--- config.mk ---
export PLATFORM = sky130hd
export DESIGN_NAME = if_id_pipeline_register
export DESIGN_NICKNAME = d
export VERILOG_FILES = /design/src/rtl/if_id_pipeline_register.sv
export SDC_FILE = /design/constraint.sdc
export NUM_CORES = 1
export LEC_CHECK = 0
export BUFFER_PORTS_ARGS = -buffer_cell sky130_fd_sc_hd__buf_2
export CAP_MARGIN = 20
export CORE_AREA = 2 2 101 103
export CTS_BUF_LIST = sky130_fd_sc_hd__clkbuf_2
export CTS_CLUSTER_SIZE = 24
export DETAILED_ROUTE_END_ITERATION = 8
export DIE_AREA = 0 0 103 105
export PLACE_DENSITY = 0.79
export SYNTH_ARGS = -nofsm -noshare
export SYNTH_HDL_FRONTEND = slang
export SYNTH_SLANG_ARGS = --single-unit
--- constraint.sdc ---
create_clock -name clk -period 1.9 [get_ports clk]
set_input_delay 0.38 -clock clk [delete_from_list [all_inputs] [get_ports clk]]
set_output_delay 0.38 -clock clk [all_outputs]
set_load 0.05 [all_outputs]
--- src/rtl/if_id_pipeline_register.sv ---
// IF/ID pipeline register: latches instruction, PC and nPC for decode, applies SPARC
// delay-slot marking/annulment, and keeps a saturating count of annulled slots.
module if_id_pipeline_register #(
    parameter int               WIDTH     = 32,
    parameter logic [WIDTH-1:0] NOP_INSTR = WIDTH'(32'h0100_0000),
    parameter int               CNT_W     = 16
) (
    input  logic             clk,
    input  logic             clr,
    input  logic             le,
    input  logic             flush,
    input  logic             fetch_valid,
    input  logic [WIDTH-1:0] instr_in,
    input  logic [WIDTH-1:0] pc_in,
    input  logic [WIDTH-1:0] npc_in,
    input  logic             cti_valid,
    input  logic             cti_taken,
    input  logic             cti_annul,
    input  logic             cti_uncond,
    output logic [WIDTH-1:0] instr_out,
    output logic [WIDTH-1:0] pc_out,
    output logic [WIDTH-1:0] npc_out,
    output logic             valid_out,
    output logic             delay_slot_out,
    output logic [CNT_W-1:0] annul_count
);

    typedef enum logic {
        NORMAL    = 1'b0,
        WAIT_SLOT = 1'b1
    } state_t;

    state_t           state;
    state_t           state_next;
    logic             annul_pending;
    logic             pend_next;
    logic [WIDTH-1:0] instr_next;
    logic             valid_next;
    logic             ds_next;
    logic             cnt_inc;
    logic [CNT_W-1:0] cnt_next;
    logic             annul;
    logic             cti_event;

    // An untaken annulling branch, or ba,a, squashes its delay slot.
    assign annul     = cti_annul & (~cti_taken | cti_uncond);
    assign cti_event = cti_valid & valid_out & (state == NORMAL);

    always_comb begin
        state_next = state;
        pend_next  = annul_pending;
        instr_next = NOP_INSTR;
        valid_next = 1'b0;
        ds_next    = 1'b0;
        cnt_inc    = 1'b0;
        case (state)
            NORMAL: begin
                if (cti_event) begin
                    if (fetch_valid) begin
                        instr_next = instr_in;
                        ds_next    = 1'b1;
                        valid_next = ~annul;
                        cnt_inc    = annul;
                    end else begin
                        // Slot not fetched yet: remember its fate until it arrives.
                        pend_next  = annul;
                        state_next = WAIT_SLOT;
                    end
                end else begin
                    if (fetch_valid) instr_next = instr_in;
                    valid_next = fetch_valid;
                end
            end
            WAIT_SLOT: begin
                if (fetch_valid) begin
                    instr_next = instr_in;
                    ds_next    = 1'b1;
                    valid_next = ~annul_pending;
                    cnt_inc    = annul_pending;
                    pend_next  = 1'b0;
                    state_next = NORMAL;
                end
            end
            default: begin
                state_next = NORMAL;
                pend_next  = 1'b0;
            end
        endcase
    end

    assign cnt_next = (cnt_inc && (annul_count != {CNT_W{1'b1}}))
                      ? annul_count + CNT_W'(1) : annul_count;

    always_ff @(posedge clk or negedge clr) begin
        if (!clr) begin
            state          <= NORMAL;
            annul_pending  <= 1'b0;
            instr_out      <= NOP_INSTR;
            pc_out         <= '0;
            npc_out        <= '0;
            valid_out      <= 1'b0;
            delay_slot_out <= 1'b0;
            annul_count    <= '0;
        end else if (flush) begin
            state          <= NORMAL;
            annul_pending  <= 1'b0;
            instr_out      <= NOP_INSTR;
            valid_out      <= 1'b0;
            delay_slot_out <= 1'b0;
        end else if (le) begin
            state          <= state_next;
            annul_pending  <= pend_next;
            instr_out      <= instr_next;
            pc_out         <= pc_in;
            npc_out        <= npc_in;
            valid_out      <= valid_next;
            delay_slot_out <= ds_next;
            annul_count    <= cnt_next;
        end
    end

endmodule

==> reports/summary.txt, run 1 <==
sw frac - 36.2%
VDD IR max - 590 µV
initial core utilization - 47.6%
initial antenna violation count - 0
Core ar. - 9640 µm²
CTS tree - done
H-tree levels - 4
drt drc - 0
vias per inst - 5.09
Slowest cell on crit path - or3_2
Power Density - 901 nW/µm²
WP data arrival - 2.34 ns
fin nets - 754
Initial DRC Count - 137
DIE AREA - 10800 µm²
WL final - 13800 µm
Warnings, synthesis - 0
crit path time final - 1.79 ns
maximum net fanout on the critical path - 7
Crit path required time - 2.45 ns
I/O pins - 219
DR WL/cell - 17.4 µm
share of layout cells above drive strength 1 - 53.3%
first-pass GRT wire length - 21500 µm
switching power - 0.00237 W
largest family of logic cells by synthesized area - multiplexers
critical path class - reg2reg
mux cell area share after synthesis - 16.2%
Finished Core Util - 75.3%
GRT Resource Usage Total - 25.9%
hpwl dp - 8200 µm
Hold Fails Final Rpt - 0
final setup fails - 0
Yosys cell types - 36
Die W - 103 µm
Worst Tran Pin Value - 0.443 ns
status - finished, final reports clean
area grow syn2layout - 58.2%
RSZ-0062 raised after global routing - false
combinational share of power - 27.6%
Max-slew headroom - 70.2%
share of power burned in registers - 43.4%
Leak - 3.66 nW
Post-CTS Setup Repair Bufs - 0
FF+latch count, synth - 116
Pwr Total - 0.00654 W
Max Slew Vio Count - 0
total gr overflow - 0
largest net degree at the start of global routing - 47
fmax - 559 MHz
non-filler cells, final - 794
Synth Area in XOR/XNOR - 2.48%
Pint - 0.00417 W
most common cell after layout, fill and taps aside - buf_2
most frequent cells in the layout - buf_2, dfrtp_1, dlygate4sd3_1
RePlAce Congestion - 0.833
clock sinks - 116
chip height - 105 µm
TritonCTS buffer count - 17
Clock Pin Slew Worst Setup and Hold Paths - 0.19 ns
Worst Hold Class - in2reg
Clk Latency, worst-skew pair - 0.64 ns
fin crit share - 94.1%
Seq/Total Area, Yosys - 63.3%
first-pass iteration count of the detailed router - 4
post-synthesis adder-cell area fraction - 0.273%
Net Count, Synth - 419
Post-Synth Simple-Gate Area - 8.24%
Inst Count DP - 662
synthesized instance count - 313
average size of a mapped cell - 14.7 µm²
Largest stage delay, worst path - 0.51 ns
Max clock buf depth - 2
crit start category - flip-flop
Critical Path End Type - flip-flop
PortBufs - 218
Netlist Area Pre-Place - 4590 µm²
Core Rows - 36
CTS root buf - clkbuf_2
max cap viols - 0
Clk pwr share - 29.0%
ANT nets after route - 0
vias after detailed routing - 4039
Setup Skew - 0.0199 ns
post-synthesis compound-gate area fraction - 7.89%
Ant. Diodes - 0
Cell Chain, Critical Path - nand4_4 -> or3_2 -> nor3_1 -> mux2_2
vias in the first global route - 4243
-- power groups by stage --
stage | Sequential [W] | Combinational (W) | Clock [W]
6_report | 0.00284 | 0.00180 | 0.00190
5_1_grt | 0.00287 | 0.00189 | 0.00207
4_1_cts | 0.00282 | 0.00178 | 0.00193
3_5_place_dp | 0.00287 | 0.00162 | 0
3_3_place_gp | 0.00285 | 0.00160 | 0
2_1_floorplan | 0.00370 | 0.000285 | 0
-- final timing paths --
kind                                 from         endpoint  slack, ns  cells past startpoint
max                        annul_count[5]  annul_count[14]       0.11                      4
min                                    le    instr_out[24]       0.12                      2
max reg2reg                annul_count[5]  annul_count[14]       0.11                      4
min reg2reg                delay_slot_out   delay_slot_out       0.49                      2
max in group asynchronous             clr      npc_out[25]       1.05                      3
min in group asynchronous             clr       pc_out[29]       0.24                      2
-- final cells by class --
type	instances	area (µm²)
Fill cell	637	2380
Multi-Input combinational cell	181	1620
Sequential cell	116	2920
Clock inverter	15	205
Clock buffer	17	85.1
Tap cell	133	166
Timing Repair Buffer	332	2260
-- repair_timing --
item | CTS | global route
hold buffers | 99 | 1
gates resized for setup | 0 | 8
setup endpoints to repair | 0 | 6
endpoints found under the hold margin | 167 | 1
-- metal layers --
layer / up-vias / track usage [%] / part of all wire, %
li1: 1833 / - / -
met1: 1977 / 30.9 / 39
met2: 196 / 43.6 / 51
met3: 33 / 7.56 / 8.0
met4: 0 / 9.96 / 2.7
met5: - / 0 / 0
-- cells in the mapped netlist, drive strengths merged --
master	instances	share of area (%)
dfrtp	115	63
mux2	66	16
and2	3	0.41
o32a	1	0.22
o21ai	1	0.11
nand4	7	1.3
buf	10	1.1
or3	3	0.46
a22o	32	6.1
nand2	9	0.79
nor4b	2	0.38
a2bb2oi	2	0.38
dfstp	1	0.57
nor3b	1	0.16
ha	1	0.27
and3	3	0.44
nor2	3	0.25
and3b	1	0.19
nand2b	2	0.27
a32oi	1	0.35
clkbuf	6	0.49
or4	1	0.16
nand3	7	0.76
nor4	11	1.8
nor2b	3	0.41
a21oi	2	0.22
a211oi	2	0.33
xor2	13	2.5
nor3	3	0.44
o21a	1	0.16
-- kinds of logic (layout without fill, tap and decap cells) --
logic type	count (synthesis)	count (layout)
adder cells (fa/ha/maj)	1	1
flip-flops	116	116
XOR/XNOR	13	13
AND/OR/NAND/NOR	59	59
multiplexers	66	66
AO/OA/AOI/OAI	42	42
buffers and inverters	16	364
-- metrics by stage --
stage | worst slack, ns | hold WS [ns] | area, µm² | TNS, ns
finish | 0.112 | 0.117 | 7260 | 0
global route | 0.000146 | 0.0601 | 7260 | 0
CTS | 0.00435 | 0.0184 | 7230 | 0
detailed placement | 0.157 | 0.357 | 5950 | 0
global placement | 0.201 | 0.350 | 5950 | 0
floorplan | -0.00520 | 0.0844 | 4600 | -0.00520
-- critical path: cells and delay by family, from the launching register on --
family           cells  cell delay, ns
flip-flops           1            0.48
multiplexers         1            0.36
AND/OR/NAND/NOR      3            0.86
-- sequential cells by signal (all words and copies together) (netlist names) --
register	cells
annul_count	16
annul_pending	1
valid_out	1
npc_out	32
instr_out	32
delay_slot_out	1
pc_out	32
state	1
No activity file was read; power rests on OpenSTA's default activity.
==> inputs of run 2 (changes only) <==
--- a/config.mk
+++ b/config.mk
@@ -7,12 +7,12 @@
 export LEC_CHECK = 0
 export BUFFER_PORTS_ARGS = -buffer_cell sky130_fd_sc_hd__buf_2
 export CAP_MARGIN = 20
-export CORE_AREA = 2 2 101 103
+export CORE_AREA = 2 2 98 100
 export CTS_BUF_LIST = sky130_fd_sc_hd__clkbuf_2
 export CTS_CLUSTER_SIZE = 24
 export DETAILED_ROUTE_END_ITERATION = 8
-export DIE_AREA = 0 0 103 105
-export PLACE_DENSITY = 0.79
+export DIE_AREA = 0 0 100 102
+export PLACE_DENSITY = 0.84
 export SYNTH_ARGS = -nofsm -noshare
 export SYNTH_HDL_FRONTEND = slang
 export SYNTH_SLANG_ARGS = --single-unit
==> constraint.sdc (replaced) <==
create_clock -name clk -period 2.24 [get_ports clk]
set_input_delay 0.448 -clock clk [delete_from_list [all_inputs] [get_ports clk]]
set_output_delay 0.448 -clock clk [all_outputs]
set_load 0.05 [all_outputs]
==> reports/summary.txt, run 2 (synthesis results as in run 1) <==
status - finished, final reports clean (unchanged)
Ant. Diodes - 0 (unchanged)
Leak - 3.58 nW (was 3.66 nW)
area grow syn2layout - 53.3% (was 58.2%)
hpwl dp - 8200 µm (about the same)
drt drc - 0 (unchanged)
PortBufs - 218 (unchanged)
VDD IR max - 364 µV (was 590 µV)
CTS tree - done (unchanged)
first-pass iteration count of the detailed router - 4 (unchanged)
switching power - 0.00204 W (was 0.00237 W)
crit path time final - 1.92 ns
R2R Path Start - annul_count[0] (was annul_count[5])
most frequent cells in the layout - buf_2, dfrtp_1, dlygate4sd3_1 (unchanged)
total gr overflow - 0 (unchanged)
first-pass GRT wire length - 21900 µm (was 21500 µm)
most common cell after layout, fill and taps aside - buf_2 (unchanged)
worst r2r dst - annul_count[1] (was annul_count[14])
share of power burned in registers - 45.2% (was 43.4%)
Core Rows - 35 (was 36)
Largest stage delay, worst path - 0.53 ns (was 0.51 ns)
Clock Pin Slew Worst Setup and Hold Paths - 0.19 ns (about the same)
Clk Latency, worst-skew pair - 0.63 ns (was 0.64 ns)
GRT Max-Usage Layer - met2 (unchanged)
fin crit share - 85.9%
fmax - 519 MHz
Post-CTS Setup Repair Bufs - 0 (unchanged)
chip height - 102 µm (was 105 µm)
Crit path required time - 1.79 ns (was 2.45 ns)
H-tree levels - 4 (unchanged)
Die W - 100 µm (was 103 µm)
vias per inst - 5.34 (was 5.09)
Pint - 0.00331 W (was 0.00417 W)
fin nets - 742 (was 754)
I/O pins - 219 (unchanged)
ANT nets after route - 0 (unchanged)
Critical Path End Type - primary output (was flip-flop)
Worst Hold Class - in2reg (unchanged)
largest net degree at the start of global routing - 117 (was 47)
WL final - 14800 µm (was 13800 µm)
share of layout cells above drive strength 1 - 51.0% (was 53.3%)
Core ar. - 9110 µm² (was 9640 µm²)
combinational share of power - 28.9% (was 27.6%)
worst r2r path cells - 5 (was 4)
Worst Tran Pin Value - 0.600 ns (was 0.443 ns)
critical path class - reg2out (was reg2reg)
CTS root buf - clkbuf_2 (unchanged)
Clk pwr share - 25.9% (was 29.0%)
TritonCTS buffer count - 17 (unchanged)
Hold Fails Final Rpt - 0 (unchanged)
Max Slew Vio Count - 0 (unchanged)
GRT Resource Usage Total - 28.5% (was 25.9%)
WP data arrival - 1.48 ns (was 2.34 ns)
Setup crit end - annul_count[9] (was annul_count[14])
maximum net fanout on the critical path - 8 (was 7)
Initial DRC Count - 166 (was 137)
post_cts resized - 0 (unchanged)
Setup crit start - annul_count[9] (was annul_count[5])
RePlAce Congestion - 0.842 (was 0.833)
RSZ-0062 raised after global routing - false (unchanged)
final setup fails - 0 (unchanged)
dpl ws - 0.336 ns (was 0.157 ns)
initial core utilization - 50.3% (was 47.6%)
sw frac - 38.1% (was 36.2%)
stages on the worst setup path - 1 (was 4)
Cell Chain, Critical Path - buf_2 (was nand4_4 -> or3_2 -> nor3_1 -> mux2_2)
clock sinks - 116 (unchanged)
Power Density - 760 nW/µm² (was 901 nW/µm²)
vias after detailed routing - 4057 (was 4039)
cell family contributing the most delay on the critical path - flip-flops (was simple AND/OR/NAND/NOR gates)
DR WL/cell - 19.5 µm (was 17.4 µm)
grt met1 use - 33.5% (was 30.9%)
Hold Buf Count CTS - 93 (was 99)
max cap viols - 0 (unchanged)
reg2reg setup slack - 0.34 ns (was 0.11 ns)
vias in the first global route - 4165 (was 4243)
grt met2 use - 49.7% (was 43.6%)
biggest regs - instr_out: 32 flops, npc_out: 32 flops, pc_out: 32 flops (unchanged)
setup TNS - 0 ns (unchanged)
sum of buffers and inverters on the critical path - 1 (was 0)
fin worst setup slack - 0.315 ns (was 0.112 ns)
Max-slew headroom - 60.0% (was 70.2%)
Setup Skew - 0.0239 ns (was 0.0199 ns)
Pwr Total - 0.00534 W (was 0.00654 W)
M3 GR Usage - 8.14% (was 7.56%)
crit start category - flip-flop (unchanged)
DIE AREA - 10200 µm² (was 10800 µm²)
initial antenna violation count - 0 (unchanged)
Slowest cell on crit path - dfrtp_1 (was or3_2)
Max clock buf depth - 2 (unchanged)
[run 2: changes by cell type in the layout (fill, tap and decap cells not counted), sizes merged]
cell | previous run | this run
clkbuf | 21 | 18
dlygate4sd3 | 100 | 97
inv | 3 | 4
clkinvlp | 3 | 4
bufinv | 4 | 2
clkinv | 5 | 4
buf | 228 | 223
[run 2: how the worst min path moves through the flow]
stage | end | start | slack, ns | depth (start not counted)
global route | state | fetch_valid | 0.02 | 2
global placement | delay_slot_out | delay_slot_out | 0.47 | 2
CTS | pc_out[8] | pc_in[8] | 0.001 | 2
finish | state | fetch_valid | 0.08 | 2
detailed placement | delay_slot_out | delay_slot_out | 0.46 | 2
floorplan | annul_count[0] | clr | 0.15 | 0
[run 2: layer usage]
metal,vias to the layer above,part of all wire (%)
li1,1804,-
met1,1987,38
met2,231,51
met3,35,7.6
met4,0,3.0
met5,-,0
[run 2: metrics by stage]
step	utilization, %	hold WS, ns	std cells	cell area, µm²
3_5_place_dp	63.9	0.461	631	5820
3_3_place_gp	63.9	0.466	631	5820
4_1_cts	76.7	0.000991	756	6990
2_1_floorplan	-	0.152	313	4590
6_report	77.2	0.0769	760	7030
5_1_grt	77.2	0.0176	760	7030
[run 2: power by group through the flow]
| stage | clock network (W) | logic [W] | registers, W |
|---|---|---|---|
| after floorplan | 0 | 0.000242 | 0.00314 |
| after detailed placement | 0 | 0.00137 | 0.00243 |
| after global placement | 0 | 0.00135 | 0.00242 |
| after CTS | 0.00141 | 0.00150 | 0.00239 |
| final | 0.00138 | 0.00154 | 0.00241 |
| after global routing | 0.00154 | 0.00160 | 0.00243 |
[run 2: area by class of cell]
class | instances | area [µm²]
Clock buffer | 18 | 90.1
Clock inverter | 14 | 151
Fill cell | 516 | 2080
Multi-Input combinational cell | 181 | 1620
Sequential cell | 116 | 2900
Tap cell | 111 | 139
Timing Repair Buffer | 320 | 2130
==> inputs of run 3 (changes only) <==
==> constraint.sdc (replaced) <==
create_clock -name clk -period 2.3 [get_ports clk]
set_input_delay 0.46 -clock clk [delete_from_list [all_inputs] [get_ports clk]]
set_output_delay 0.46 -clock clk [all_outputs]
set_load 0.05 [all_outputs]
==> reports/summary.txt, run 3 (synthesis results as in run 1) <==
Leak - 3.51 nW (was 3.58 nW)
Setup Skew - 0.0229 ns (was 0.0239 ns)
switching power - 0.00195 W (was 0.00204 W)
DIE AREA - 10200 µm² (unchanged)
vias after detailed routing - 3966 (was 4057)
first-pass GRT wire length - 19600 µm (was 21900 µm)
Pint - 0.00318 W (was 0.00331 W)
Max clock buf depth - 2 (unchanged)
WL final - 14700 µm (was 14800 µm)
CTS root buf - clkbuf_2 (unchanged)
Power Density - 746 nW/µm² (was 760 nW/µm²)
DR WL/cell - 19.7 µm (was 19.5 µm)
Max Slew Vio Count - 0 (unchanged)
WP data arrival - 1.48 ns (about the same)
Initial DRC Count - 204 (was 166)
Worst Hold Class - in2reg (unchanged)
vias in the first global route - 3818 (was 4165)
CTS tree - done (unchanged)
Clock Pin Slew Worst Setup and Hold Paths - 0.19 ns (about the same)
Largest stage delay, worst path - 0.54 ns (was 0.53 ns)
initial core utilization - 50.3% (unchanged)
Max-slew headroom - 64.3% (was 60.0%)
hpwl dp - 8320 µm (was 8200 µm)
TritonCTS buffer count - 17 (unchanged)
crit path time final - 1.94 ns
Critical Path End Type - primary output (unchanged)
clock sinks - 116 (unchanged)
cell family contributing the most delay on the critical path - flip-flops (unchanged)
critical path class - reg2out (unchanged)
most frequent cells in the layout - buf_2, dfrtp_1, dlygate4sd3_1 (unchanged)
vias per inst - 5.31 (was 5.34)
area grow syn2layout - 50.0% (was 53.3%)
total gr overflow - 0 (unchanged)
Hold Fails Final Rpt - 0 (unchanged)
Worst Tran Pin Value - 0.532 ns (was 0.600 ns)
maximum net fanout on the critical path - 7 (was 8)
fin crit share - 84.2%
Die W - 100 µm (unchanged)
final setup fails - 0 (unchanged)
sum of buffers and inverters on the critical path - 1 (unchanged)
fmax - 516 MHz
chip height - 102 µm (unchanged)
first-pass iteration count of the detailed router - 4 (unchanged)
fin nets - 728 (was 742)
VDD IR max - 396 µV (was 364 µV)
most common cell after layout, fill and taps aside - buf_2 (unchanged)
H-tree levels - 4 (unchanged)
largest net degree at the start of global routing - 65 (was 117)
Finished Core Util - 75.5% (was 77.2%)
share of power burned in registers - 45.8% (was 45.2%)
Core ar. - 9110 µm² (unchanged)
Cell Chain, Critical Path - buf_2 (unchanged)
RSZ-0062 raised after global routing - false (unchanged)
share of layout cells above drive strength 1 - 52.1% (was 51.0%)
Clk pwr share - 25.2% (was 25.9%)
initial antenna violation count - 1 (was 0)
Crit path required time - 1.84 ns (was 1.79 ns)
drt drc - 0 (unchanged)
max cap viols - 0 (unchanged)
PortBufs - 218 (unchanged)
GRT Resource Usage Total - 25.4% (was 28.5%)
setup TNS - 0 ns (unchanged)
status - finished, final reports clean (unchanged)
RePlAce Congestion - 0.842 (about the same)
combinational share of power - 29.0% (was 28.9%)
Core Rows - 35 (unchanged)
crit start category - flip-flop (unchanged)
biggest regs - instr_out: 32 flops, npc_out: 32 flops, pc_out: 32 flops (unchanged)
I/O pins - 219 (unchanged)
Clk Latency, worst-skew pair - 0.62 ns (was 0.63 ns)
sw frac - 38.0% (was 38.1%)
ANT nets after route - 0 (unchanged)
Slowest cell on crit path - dfrtp_1 (unchanged)
run 3: per-stage QoR:
step,worst slack (ns),area (µm²),std cells,hold WS (ns),power (W)
after global routing,0.233,6880,747,-0.00578,0.00533
after detailed placement,0.419,5830,632,0.439,0.00371
after global placement,0.458,5830,632,0.422,0.00368
after floorplan,0.237,4590,313,0.164,0.00329
final,0.364,6880,747,0.0715,0.00513
after CTS,0.298,6520,711,0.0000593,0.00503
run 3: repair_timing:
| item | in CTS | in global routing |
|---|---|---|
| setup buffers | 0 | 0 |
| endpoints found under the hold margin | 77 | 35 |
| gates resized for setup | 0 | 0 |
| hold buffers | 47 | 35 |
run 3: worst paths after layout:
| kind | start | cells past startpoint | slack [ns] | to |
|---|---|---|---|---|
| max | annul_count[5] | 1 | 0.36 | annul_count[5] |
| min | npc_in[9] | 2 | 0.07 | npc_out[9] |
| max reg2reg | annul_count[0] | 5 | 0.43 | annul_count[1] |
| min reg2reg | delay_slot_out | 2 | 0.50 | delay_slot_out |
| max in group asynchronous | clr | 3 | 1.24 | instr_out[26] |
| min in group asynchronous | clr | 2 | 0.33 | pc_out[17] |
run 3: per-layer routing:
metal / track usage, % / wire (µm)
met5: 0 / 0
met4: 12.5 / 408
met3: 8.21 / 1170
met2: 42.3 / 7420
met1: 30.0 / 5730
run 3: layout make-up:
type,instances,area (µm²)
Clock inverter,14,138
Antenna cell,1,2.50
Tap cell,111,139
Multi-Input combinational cell,181,1620
Timing Repair Buffer,306,1980
Sequential cell,116,2900
Clock buffer,18,90.1
Fill cell,570,2230
run 3: power groups by stage:
stage	combinational [W]	clock (W)	sequential, W
final	0.00149	0.00129	0.00235
after CTS	0.00140	0.00131	0.00233
after global placement	0.00132	0	0.00236
after global routing	0.00154	0.00142	0.00237
after detailed placement	0.00134	0	0.00237
after floorplan	0.000235	0	0.00306
run 3: worst register-to-register path, cell delays in order (launching register included):
cell	delay (ns)
dfrtp_1	0.45
ha_1	0.20
nand4_1	0.15
nor4_4	0.57
nor3_2	0.12
mux2_2	0.29
